$ cat src/rtl/mmio_uart_tx_if.sv
// rtl/mmio_uart_tx_if.sv - memory-mapped bus bundle for the UART transmitter
interface mmio_uart_tx_if;
    logic [31:0] bus_address;
    logic [31:0] bus_wr_data;
    logic        bus_wr_en;
    logic [31:0] bus_rd_data;

    modport master (
        output bus_address,
        output bus_wr_data,
        output bus_wr_en,
        input  bus_rd_data
    );

    modport slave (
        input  bus_address,
        input  bus_wr_data,
        input  bus_wr_en,
        output bus_rd_data
    );
endinterface

$ cat src/rtl/mmio_uart_tx.sv
// rtl/mmio_uart_tx.sv - memory-mapped 8N1 UART transmitter with 4-entry FIFO
module mmio_uart_tx #(
    parameter int          CLKS_PER_BIT = 16,
    parameter logic [31:0] DATA_ADDR    = 32'd260,
    parameter logic [31:0] STAT_ADDR    = 32'd264
) (
    input  logic          clk,
    input  logic          rst,
    mmio_uart_tx_if.slave bus,
    output logic          tx,
    output logic          tx_busy
);
    typedef enum logic [1:0] {S_IDLE, S_START, S_DATA, S_STOP} state_t;

    localparam logic [15:0] BAUD_LAST = 16'(CLKS_PER_BIT - 1);

    state_t      r_state;
    state_t      w_next;
    logic [15:0] r_baud;
    logic [2:0]  r_bit_idx;
    logic [7:0]  r_shift;
    logic        r_tx;

    logic [7:0]  r_mem [4];
    logic [1:0]  r_wr_ptr;
    logic [1:0]  r_rd_ptr;
    logic [2:0]  r_count;
    logic        r_overflow;

    logic        w_full;
    logic        w_empty;
    logic        w_wr_data;
    logic        w_wr_stat;
    logic        w_push;
    logic        w_ovf_set;
    logic        w_ovf_clr;
    logic        w_baud_end;
    logic        w_pop;
    logic        w_tx;
    logic        w_unused;

    assign w_full     = (r_count == 3'd4);
    assign w_empty    = (r_count == 3'd0);
    assign w_wr_data  = bus.bus_wr_en && (bus.bus_address == DATA_ADDR);
    assign w_wr_stat  = bus.bus_wr_en && (bus.bus_address == STAT_ADDR);
    // Fullness is judged on the count before this edge, so a push into a
    // full FIFO is dropped even when the FSM pops in the same cycle.
    assign w_push     = w_wr_data && !w_full;
    assign w_ovf_set  = w_wr_data && w_full;
    assign w_ovf_clr  = w_wr_stat && bus.bus_wr_data[3];
    assign w_baud_end = (r_baud == BAUD_LAST);
    assign w_unused   = &{1'b0, bus.bus_wr_data[31:8]};

    assign tx      = r_tx;
    assign tx_busy = (r_state != S_IDLE) || !w_empty;

    // FSM state register
    always_ff @(posedge clk) begin
        if (rst) begin
            r_state <= S_IDLE;
        end else begin
            r_state <= w_next;
        end
    end

    // FSM next-state decode; each non-idle state lasts one bit time
    always_comb begin
        w_next = r_state;
        case (r_state)
            S_IDLE:  if (!w_empty) w_next = S_START;
            S_START: if (w_baud_end) w_next = S_DATA;
            S_DATA:  if (w_baud_end && (r_bit_idx == 3'd7)) w_next = S_STOP;
            S_STOP:  if (w_baud_end) w_next = w_empty ? S_IDLE : S_START;
            default: w_next = S_IDLE;
        endcase
    end

    // FSM outputs: line level for the current bit and FIFO pop request
    always_comb begin
        w_tx  = 1'b1;
        w_pop = 1'b0;
        case (r_state)
            S_IDLE:  w_pop = !w_empty;
            S_START: w_tx  = 1'b0;
            S_DATA:  w_tx  = r_shift[r_bit_idx];
            S_STOP:  w_pop = w_baud_end && !w_empty;
            default: w_tx  = 1'b1;
        endcase
    end

    // Baud counter, bit index, shift register and registered serial line
    always_ff @(posedge clk) begin
        if (rst) begin
            r_tx      <= 1'b1;
            r_baud    <= 16'd0;
            r_bit_idx <= 3'd0;
            r_shift   <= 8'd0;
        end else begin
            r_tx <= w_tx;
            if (w_pop) begin
                r_shift <= r_mem[r_rd_ptr];
            end
            // Counter restarts at every bit boundary, which includes every state entry
            if ((r_state == S_IDLE) || w_baud_end) begin
                r_baud <= 16'd0;
            end else begin
                r_baud <= r_baud + 16'd1;
            end
            // Index wraps 7->0 as DATA exits, so it is zero on the next entry
            if (r_state == S_DATA) begin
                if (w_baud_end) begin
                    r_bit_idx <= r_bit_idx + 3'd1;
                end
            end else begin
                r_bit_idx <= 3'd0;
            end
        end
    end

    // FIFO storage; contents need no reset since the count gates visibility
    always_ff @(posedge clk) begin
        if (!rst && w_push) begin
            r_mem[r_wr_ptr] <= bus.bus_wr_data[7:0];
        end
    end

    // FIFO pointers and occupancy
    always_ff @(posedge clk) begin
        if (rst) begin
            r_wr_ptr <= 2'd0;
            r_rd_ptr <= 2'd0;
            r_count  <= 3'd0;
        end else begin
            if (w_push) r_wr_ptr <= r_wr_ptr + 2'd1;
            if (w_pop)  r_rd_ptr <= r_rd_ptr + 2'd1;
            case ({w_push, w_pop})
                2'b10:   r_count <= r_count + 3'd1;
                2'b01:   r_count <= r_count - 3'd1;
                default: r_count <= r_count;
            endcase
        end
    end

    // Sticky overflow flag; a new overflow beats a same-cycle clear
    always_ff @(posedge clk) begin
        if (rst) begin
            r_overflow <= 1'b0;
        end else if (w_ovf_set) begin
            r_overflow <= 1'b1;
        end else if (w_ovf_clr) begin
            r_overflow <= 1'b0;
        end
    end

    // Combinational register read mux; reading never pops
    always_comb begin
        bus.bus_rd_data = 32'd0;
        if (bus.bus_address == STAT_ADDR) begin
            bus.bus_rd_data = {25'd0, r_count, r_overflow, tx_busy, w_empty, w_full};
        end else if (bus.bus_address == DATA_ADDR) begin
            if (!w_empty) begin
                bus.bus_rd_data = {24'd0, r_mem[r_rd_ptr]};
            end
        end
    end
endmodule

$ cat src/flat_wrapper.sv
// flat-port wrapper written by rule: the top's interface ports become plain ports
module mmio_uart_tx_flat 
#(
    parameter int          CLKS_PER_BIT = 16,
    parameter logic [31:0] DATA_ADDR    = 32'd260,
    parameter logic [31:0] STAT_ADDR    = 32'd264
)
  (clk, rst, tx, tx_busy, bus_bus_address, bus_bus_wr_data, bus_bus_wr_en, bus_bus_rd_data);
  mmio_uart_tx_if bus_i ();
  input  logic clk;
  input  logic rst;
  output logic tx;
  output logic tx_busy;
  input wire logic [$bits(bus_i.bus_address)-1:0] bus_bus_address;
  input wire logic [$bits(bus_i.bus_wr_data)-1:0] bus_bus_wr_data;
  input wire logic [$bits(bus_i.bus_wr_en)-1:0] bus_bus_wr_en;
  output wire logic [$bits(bus_i.bus_rd_data)-1:0] bus_bus_rd_data;
  assign bus_i.bus_address = bus_bus_address;
  assign bus_i.bus_wr_data = bus_bus_wr_data;
  assign bus_i.bus_wr_en = bus_bus_wr_en;
  assign bus_bus_rd_data = bus_i.bus_rd_data;
  mmio_uart_tx #(.CLKS_PER_BIT(CLKS_PER_BIT), .DATA_ADDR(DATA_ADDR), .STAT_ADDR(STAT_ADDR)) u_core (.clk(clk), .rst(rst), .bus(bus_i), .tx(tx), .tx_busy(tx_busy));
endmodule
$ cat config.mk
export PLATFORM = sky130hd
export DESIGN_NAME = mmio_uart_tx_flat
export DESIGN_NICKNAME = d
export VERILOG_FILES = /design/src/rtl/mmio_uart_tx_if.sv /design/src/rtl/mmio_uart_tx.sv /design/src/flat_wrapper.sv
export SDC_FILE = /design/constraint.sdc
export NUM_CORES = 1
export LEC_CHECK = 0
export CAP_MARGIN = 20
export CORE_MARGIN = 4
export CORE_UTILIZATION = 43
export CTS_CLUSTER_DIAMETER = 120
export DETAILED_ROUTE_END_ITERATION = 6
export MAX_ROUTING_LAYER = met4
export PLACE_DENSITY_LB_ADDON = 0.25
export SLEW_MARGIN = 40
export SYNTH_ARGS = -nofsm -noshare
export SYNTH_HDL_FRONTEND = slang
export SYNTH_SLANG_ARGS = --single-unit
$ cat constraint.sdc
create_clock -name clk -period 2.81 [get_ports clk]
set_clock_uncertainty 0.2 [all_clocks]
set_input_delay 0.562 -clock clk [delete_from_list [all_inputs] [get_ports clk]]
set_output_delay 0.562 -clock clk [all_outputs]
set_load 0.01 [all_outputs]
-- Word-level counts from Yosys, hierarchy flattened
Memories as Yosys holds them, arrays and structs flattened. A register that Yosys moved wholly into a read port is not among the register bits.
Cells that the tools add are included.
- add/subtract/negate cells: 6
- magnitude comparators: 1
- equal/unequal tests: 14
- mux-type cells: 20
- bitwise operators: 1
- reduce and logical (&&, ||, !) cells: 21
- operators by type and width (kind ; count):
    $eq 32x9->1 const B ; 2
    $mux 32 ; 2
    $add 16x1->16 const B ; 1
    $eq 16x4->1 const B ; 1
    $mux 2 ; 6
    $logic_and 1x1->1 ; 8
    $mux 8 ; 1
    $pmux 2 s4 ; 1
    $add 3x1->3 const B ; 2
    $eq 2x2->1 const B ; 3
    $eq 3x3->1 const B ; 2
    $mux 1 ; 6
    $ne 2x1->1 const B ; 3
    $pmux 3 s2 ; 1
    $reduce_bool 2->1 ; 3
    $add 2x1->2 const B ; 2
    $eq 2x1->1 const B ; 2
    $lt 3x4->1 const B ; 1
    $pmux 1 s2 ; 2
    $reduce_and 4->1 ; 1
    $reduce_or 2->1 ; 2
    $bmux 1 s3 ; 1
    $logic_not 1->1 ; 3
    $logic_not 3->1 ; 1
    5 further kinds ; 6
- bits in registers: 38
- RAM bits: 32
- logic and storage cells: 73
- memories kept: 1
- memories (name ; words ; bits a word ; read ports ; clocked after memory_dff ; write ports ; RTL line ; RTL):
    u_core.r_mem ; 4 ; 8 ; 1 ; 1 ; 1 ; mmio_uart_tx.sv:24 ; logic [7:0] r_mem [4];

-- Longest topological paths before layout
- depth in word-level cells: 6
- gate-level depth with buffers: 13
- gate-level depth less buffers: 11

-- Worst setup path before layout
Ideal clock, no wire load.
- path type: register -> register
- start point: register u_core.r_baud[0]
- end point: register u_core.r_count[2]
- setup time: 0.071 ns
- arrival: 2.537 ns
- required time: 2.539 ns
- slack: 0.003 ns
- stages on the path, launching flop included: 14
- path buffers: 2
- cell sequence: dfxtp_1 -> ha_1 -> and3_1 -> and4_1 -> buf_6 -> a21oi_2 -> buf_2 -> nor2_1 -> ha_1 -> inv_1 -> fa_1 -> xor2_1 -> or3_1 -> a21oi_1
- cells in the longest elaborated chain, start to end: 5
- elaborated cells on any way between the ends: 7
- those cells by class: 3 x eq/ne; 2 x mux; 2 x reduce/logical
- ends and longest elaborated chain (item ; RTL line ; RTL):
    start: declaration ; mmio_uart_tx.sv:19 ; logic [15:0] r_baud;
    start signal: assignment ; mmio_uart_tx.sv:107 ; r_baud <= r_baud + 16'd1;
    $eq 16x4->1 * ; mmio_uart_tx.sv:51 ; assign w_baud_end = (r_baud == BAUD_LAST);
    $logic_and 1x1->1 * ; mmio_uart_tx.sv:86 ; S_STOP: w_pop = w_baud_end && !w_empty;
    $pmux 1 s2 * ; mmio_uart_tx.sv:82 ; case (r_state)
    via u_core.w_pop ; mmio_uart_tx.sv:38 ; logic w_pop;
    $eq 2x1->1 / $eq 2x2->1 (equally long branches) ; mmio_uart_tx.sv:136 ; case ({w_push, w_pop})
    $pmux 3 s2 / $reduce_bool 2->1 (equally long branches) ; - ;
    end signal: assignment ; mmio_uart_tx.sv:137 ; 2'b10: r_count <= r_count + 3'd1;
    end signal: assignment ; mmio_uart_tx.sv:138 ; 2'b01: r_count <= r_count - 3'd1;
    end signal: assignment ; mmio_uart_tx.sv:139 ; default: r_count <= r_count;
    end: declaration ; mmio_uart_tx.sv:27 ; logic [2:0] r_count;
Mark *: on every way through the listed nets, which the timed path passes. The rest lies on a longest branch.
A chain may end at the register's enable or synchronous reset.

-- Worst setup path after layout
- start point: input port bus_bus_address[2]
- end point: output port bus_bus_rd_data[1]
- cells in the longest elaborated chain, start to end: 3
- elaborated cells on any way between the ends: 4
- those cells by class: 2 x eq/ne; 2 x mux
- ends and longest elaborated chain (item ; RTL line ; RTL):
    start: declaration ; flat_wrapper.sv:14 ; input wire logic [$bits(bus_i.bus_address)-1:0] bus_bus_address;
    $eq 32x9->1 ; mmio_uart_tx.sv:160 ; end else if (bus.bus_address == DATA_ADDR) begin
    $mux 32 ; mmio_uart_tx.sv:160 ;
    $mux 32 * ; mmio_uart_tx.sv:158 ; if (bus.bus_address == STAT_ADDR) begin
    end: declaration ; flat_wrapper.sv:17 ; output wire logic [$bits(bus_i.bus_rd_data)-1:0] bus_bus_rd_data;
Mark *: on every way between the ends. The rest lies on a longest branch, timed or not.

==> results.py <==
metrics = {
    "run_status": {
        "status": "finished, violations left",
        "violations": "setup timing",
    },
    "power": {
        "pwr-share-clk_pct": 41.0,
        "seq_power_share_pct": 48.3,
        "power_density_mw_per_mm2": 507,
        "total_power_w": 0.00230,
        "power.switching_w": 0.000535,
        "p_int_w": 0.00176,
        "swShare_pct": 23.3,
        "combPwrFrac_pct": 10.7,
        "p_leak_nw": 1.69,
        "vdd_ir_drop_max_uv": 387,
    },
    "yosys": {
        "synth-seq-cells": 72,
        "async_flop_share_pct": 0,
        "avgSynthCellArea_um2": 11.4,
        "synthCells": 310,
        "yosysTopAreaCellShare_pct": 27.3,
        "ys_top_cells_by_count": "dfxtp_1, edfxtp_1, nor2_1, buf_4",
        "ys_types": 44,
        "yosysSeqAreaShare_pct": 50.0,
        "synthesis.area_mm2": 0.00353,
        "yosys-top-cells-area": "edfxtp_1, dfxtp_1, mux4_2, buf_4, ha_1",
        "synth-warning-count": 0,
        "synth_edf_count": 32,
        "synth_top_area_cell": "edfxtp_1",
        "ys.flop_type": "dfxtp_1",
        "yosysMostFrequentCell": "dfxtp_1",
    },
    "floorplan": {
        "core_mm2": 0.00785,
        "rows": 32,
        "die_x_um": 98.6,
        "ios": 101,
        "dieArea_mm2": 0.00971,
        "die_h_um": 98.6,
        "initial_utilization_pct": 44.9,
    },
    "sta": {
        "finalSetupViolations": 1,
        "layout_setup_ws_ns": -0.00985,
        "max_freq_mhz": 355,
        "slew-limit-headroom_pct": 56.4,
        "fin_crit_ns": 2.82,
        "rsz0062_at_grt": "true",
        "worstMarginPinSlew_ns": 0.649,
        "hold_viol": 0,
        "finalMaxSlewViolations": 0,
        "period_share_pct": 100,
        "setup_tns_ns": -0.00985,
    },
    "hold_path": {
        "hold-path-cell-count": 1,
        "hold_class": "flip-flop to flip-flop",
        "holdCritStartpoint": "u_core.r_baud[0]$_SDFF_PP0_",
    },
    "clock_tree": {
        "cts.clk_slew.worst_paths_ns": 0.09,
        "clkLatencyLatePin_ns": 0.34,
        "cts_made_buffers": 9,
        "htreeDepth": 3,
        "tritoncts": "built",
        "cts_root_buf": "clkbuf_8",
        "ctsHoldBuffers": 0,
        "clock-sinks": 72,
        "clk_path_buf_depth": 2,
    },
    "detailed_routing": {
        "vias": 2539,
        "routed_wirelength_mm": 7.55,
        "ant_nets": 0,
        "drc_errors": 0,
        "drt_iter0_drc": 87,
        "routedWlPerCell_um": 15.1,
        "dr.pass1.iters": 4,
        "avgViaCountPerCell": 5.07,
    },
    "worst_setup_path": {
        "worstSetupEndpoint": "bus_bus_rd_data[1]",
        "cp_max_fo": 7,
        "arrival_ns": 2.06,
        "crit_path_start": "bus_bus_address[2]",
        "required_ns": 2.05,
        "start_kind": "input port",
        "end_kind": "output pin",
        "reg2reg_from": "u_core.r_baud[7]$_SDFF_PP0_",
        "timing.rr.end": "u_core.r_count[2]$_SDFFE_PP0P_",
        "critPathKind": "input port to output pin",
        "rrSetupSlack_ns": 0.03,
        "r2r_cells": 10,
    },
    "layout": {
        "fillerInstances": 691,
        "diodes": 0,
        "fin_util_pct": 57.7,
        "ff_latch_area_mm2": 0.00176,
        "multi_input_area_mm2": 0.00171,
        "drive_gt1_share_pct": 27.3,
        "synthToLayoutAreaGrowth_pct": 28.4,
        "nets": 475,
    },
    "global_routing": {
        "grt_max_degree": 20,
        "grt_pass1_vias": 2537,
        "antenna_found_initial": 0,
        "grtUsageTotal_pct": 16.4,
        "globalRouteOverflowTotal": 0,
        "grt_pass1_wl_mm": 12.4,
    },
    "placement": {
        "numPortBuffers": 52,
        "gp_congestion": 0.835,
        "place_hpwl_mm": 5.75,
    },
    "job": {
        "maxCapViolCount": 0,
    },
}
==> routing by layer <==
metal  up-vias  share of wire (%)  GRT usage [%]
met5         -                  0              -
met4         0                1.6           5.67
met3        12                4.3           3.89
met2        54                 51           27.0
met1      1222                 43           19.6
li1       1251                  -              -
==> state kept, by name (all words and copies together), names as in the netlist, named ones only <==
name               count
u_core.r_shift         8
u_core.r_count         3
u_core.r_state         2
u_core.r_baud         16
u_core.r_overflow      1
u_core.tx              1
u_core.r_mem          32
u_core.r_wr_ptr        2
u_core.r_bit_idx       3
u_core.r_rd_ptr        2
==> cell families (layout without fill, tap and decap cells) <==
logic type / after synthesis / after routing / synth area share [%]
and+or+nand+nor: 104 / 104 / 17.6
DFF: 72 / 72 / 50.0
AOI/OAI and AO/OA: 44 / 44 / 7.74
buffers and inverters: 43 / 109 / 7.38
xor gates and xnor gates: 18 / 18 / 4.47
adders and majority gates: 14 / 14 / 5.18
muxes: 14 / 14 / 7.56
other: 1 / 24 / 0.106
==> what timing repair did <==
action / CTS / global route
buffers inserted: 3 / 1
pin swaps: 14 / 10
setup endpoints to repair: 19 / 9
gates resized for setup: 132 / 26
==> how the worst min path moves through the flow <==
stage                                             end  slack [ns]
after CTS                 u_core.r_baud[0]$_SDFF_PP0_        0.26
final                     u_core.r_baud[0]$_SDFF_PP0_        0.25
after global routing      u_core.r_baud[0]$_SDFF_PP0_        0.28
after global placement    u_core.r_baud[0]$_SDFF_PP0_        0.23
after detailed placement  u_core.r_baud[0]$_SDFF_PP0_        0.24
after floorplan           u_core.r_baud[0]$_SDFF_PP0_        0.22
==> stage by stage <==
stage                     cell area (µm²)  instances  hold slack [ns]  setup slack, ns
after floorplan                      3610        333            0.218          0.00270
after global placement               4240        481            0.231           -0.705
after detailed placement             4240        481            0.236           -0.722
after CTS                            4500        500            0.256         0.000340
after global routing                 4530        501            0.275          -0.0866
final                                4530        501            0.252         -0.00985
==> placed cells by master (no fill, tap or decap), types with 4 or more instances in the layout <==
master / Yosys / routed
a21oi_1: 17 / 15
inv_1: 10 / 9
mux4_2: 10 / 10
xnor2_1: 6 / 6
conb_1: 1 / 24
or3_1: 4 / 4
clkdlybuf4s15_1: 0 / 6
nor2_1: 27 / 26
clkbuf_8: 0 / 9
clkdlybuf4s50_1: 0 / 14
xor2_1: 12 / 12
clkbuf_2: 0 / 4
edfxtp_1: 32 / 32
buf_4: 24 / 29
nand2_1: 18 / 18
nand3_1: 18 / 18
and4_1: 5 / 5
buf_6: 1 / 8
nor4_4: 1 / 7
o21ai_0: 16 / 13
and2_1: 4 / 4
a32o_1: 4 / 4
dfxtp_1: 40 / 40
buf_2: 1 / 18
ha_1: 13 / 12
==> worst max-delay path, stage by stage <==
cell	delay (ns)
clkdlybuf4s50_1	0.54
nand2b_1	0.13
nor3_4	0.20
buf_4	0.18
nand3_1	0.08
o21ai_0	0.11
clkdlybuf4s15_2	0.26
==> layout make-up <==
cell class                 instances  area share [%]
sequential                        72            38.9
multi-input combinational        218            37.7
timing repair buffer              83            14.5
clock buffer                      10            3.29
tap                              102            2.82
clock inverter                     6            1.96
inverter                          10           0.829
==> power by group through the flow <==
stage | Clock [W] | Sequential [W] | Combinational [W]
5_1_grt | 0.00101 | 0.00111 | 0.000268
2_1_floorplan | 0 | 0.00113 | 0.000153
3_5_place_dp | 0 | 0.00113 | 0.000243
6_report | 0.000941 | 0.00111 | 0.000245
3_3_place_gp | 0 | 0.00113 | 0.000238
4_1_cts | 0.000968 | 0.00111 | 0.000238
Power figures use the tool's default switching activity.
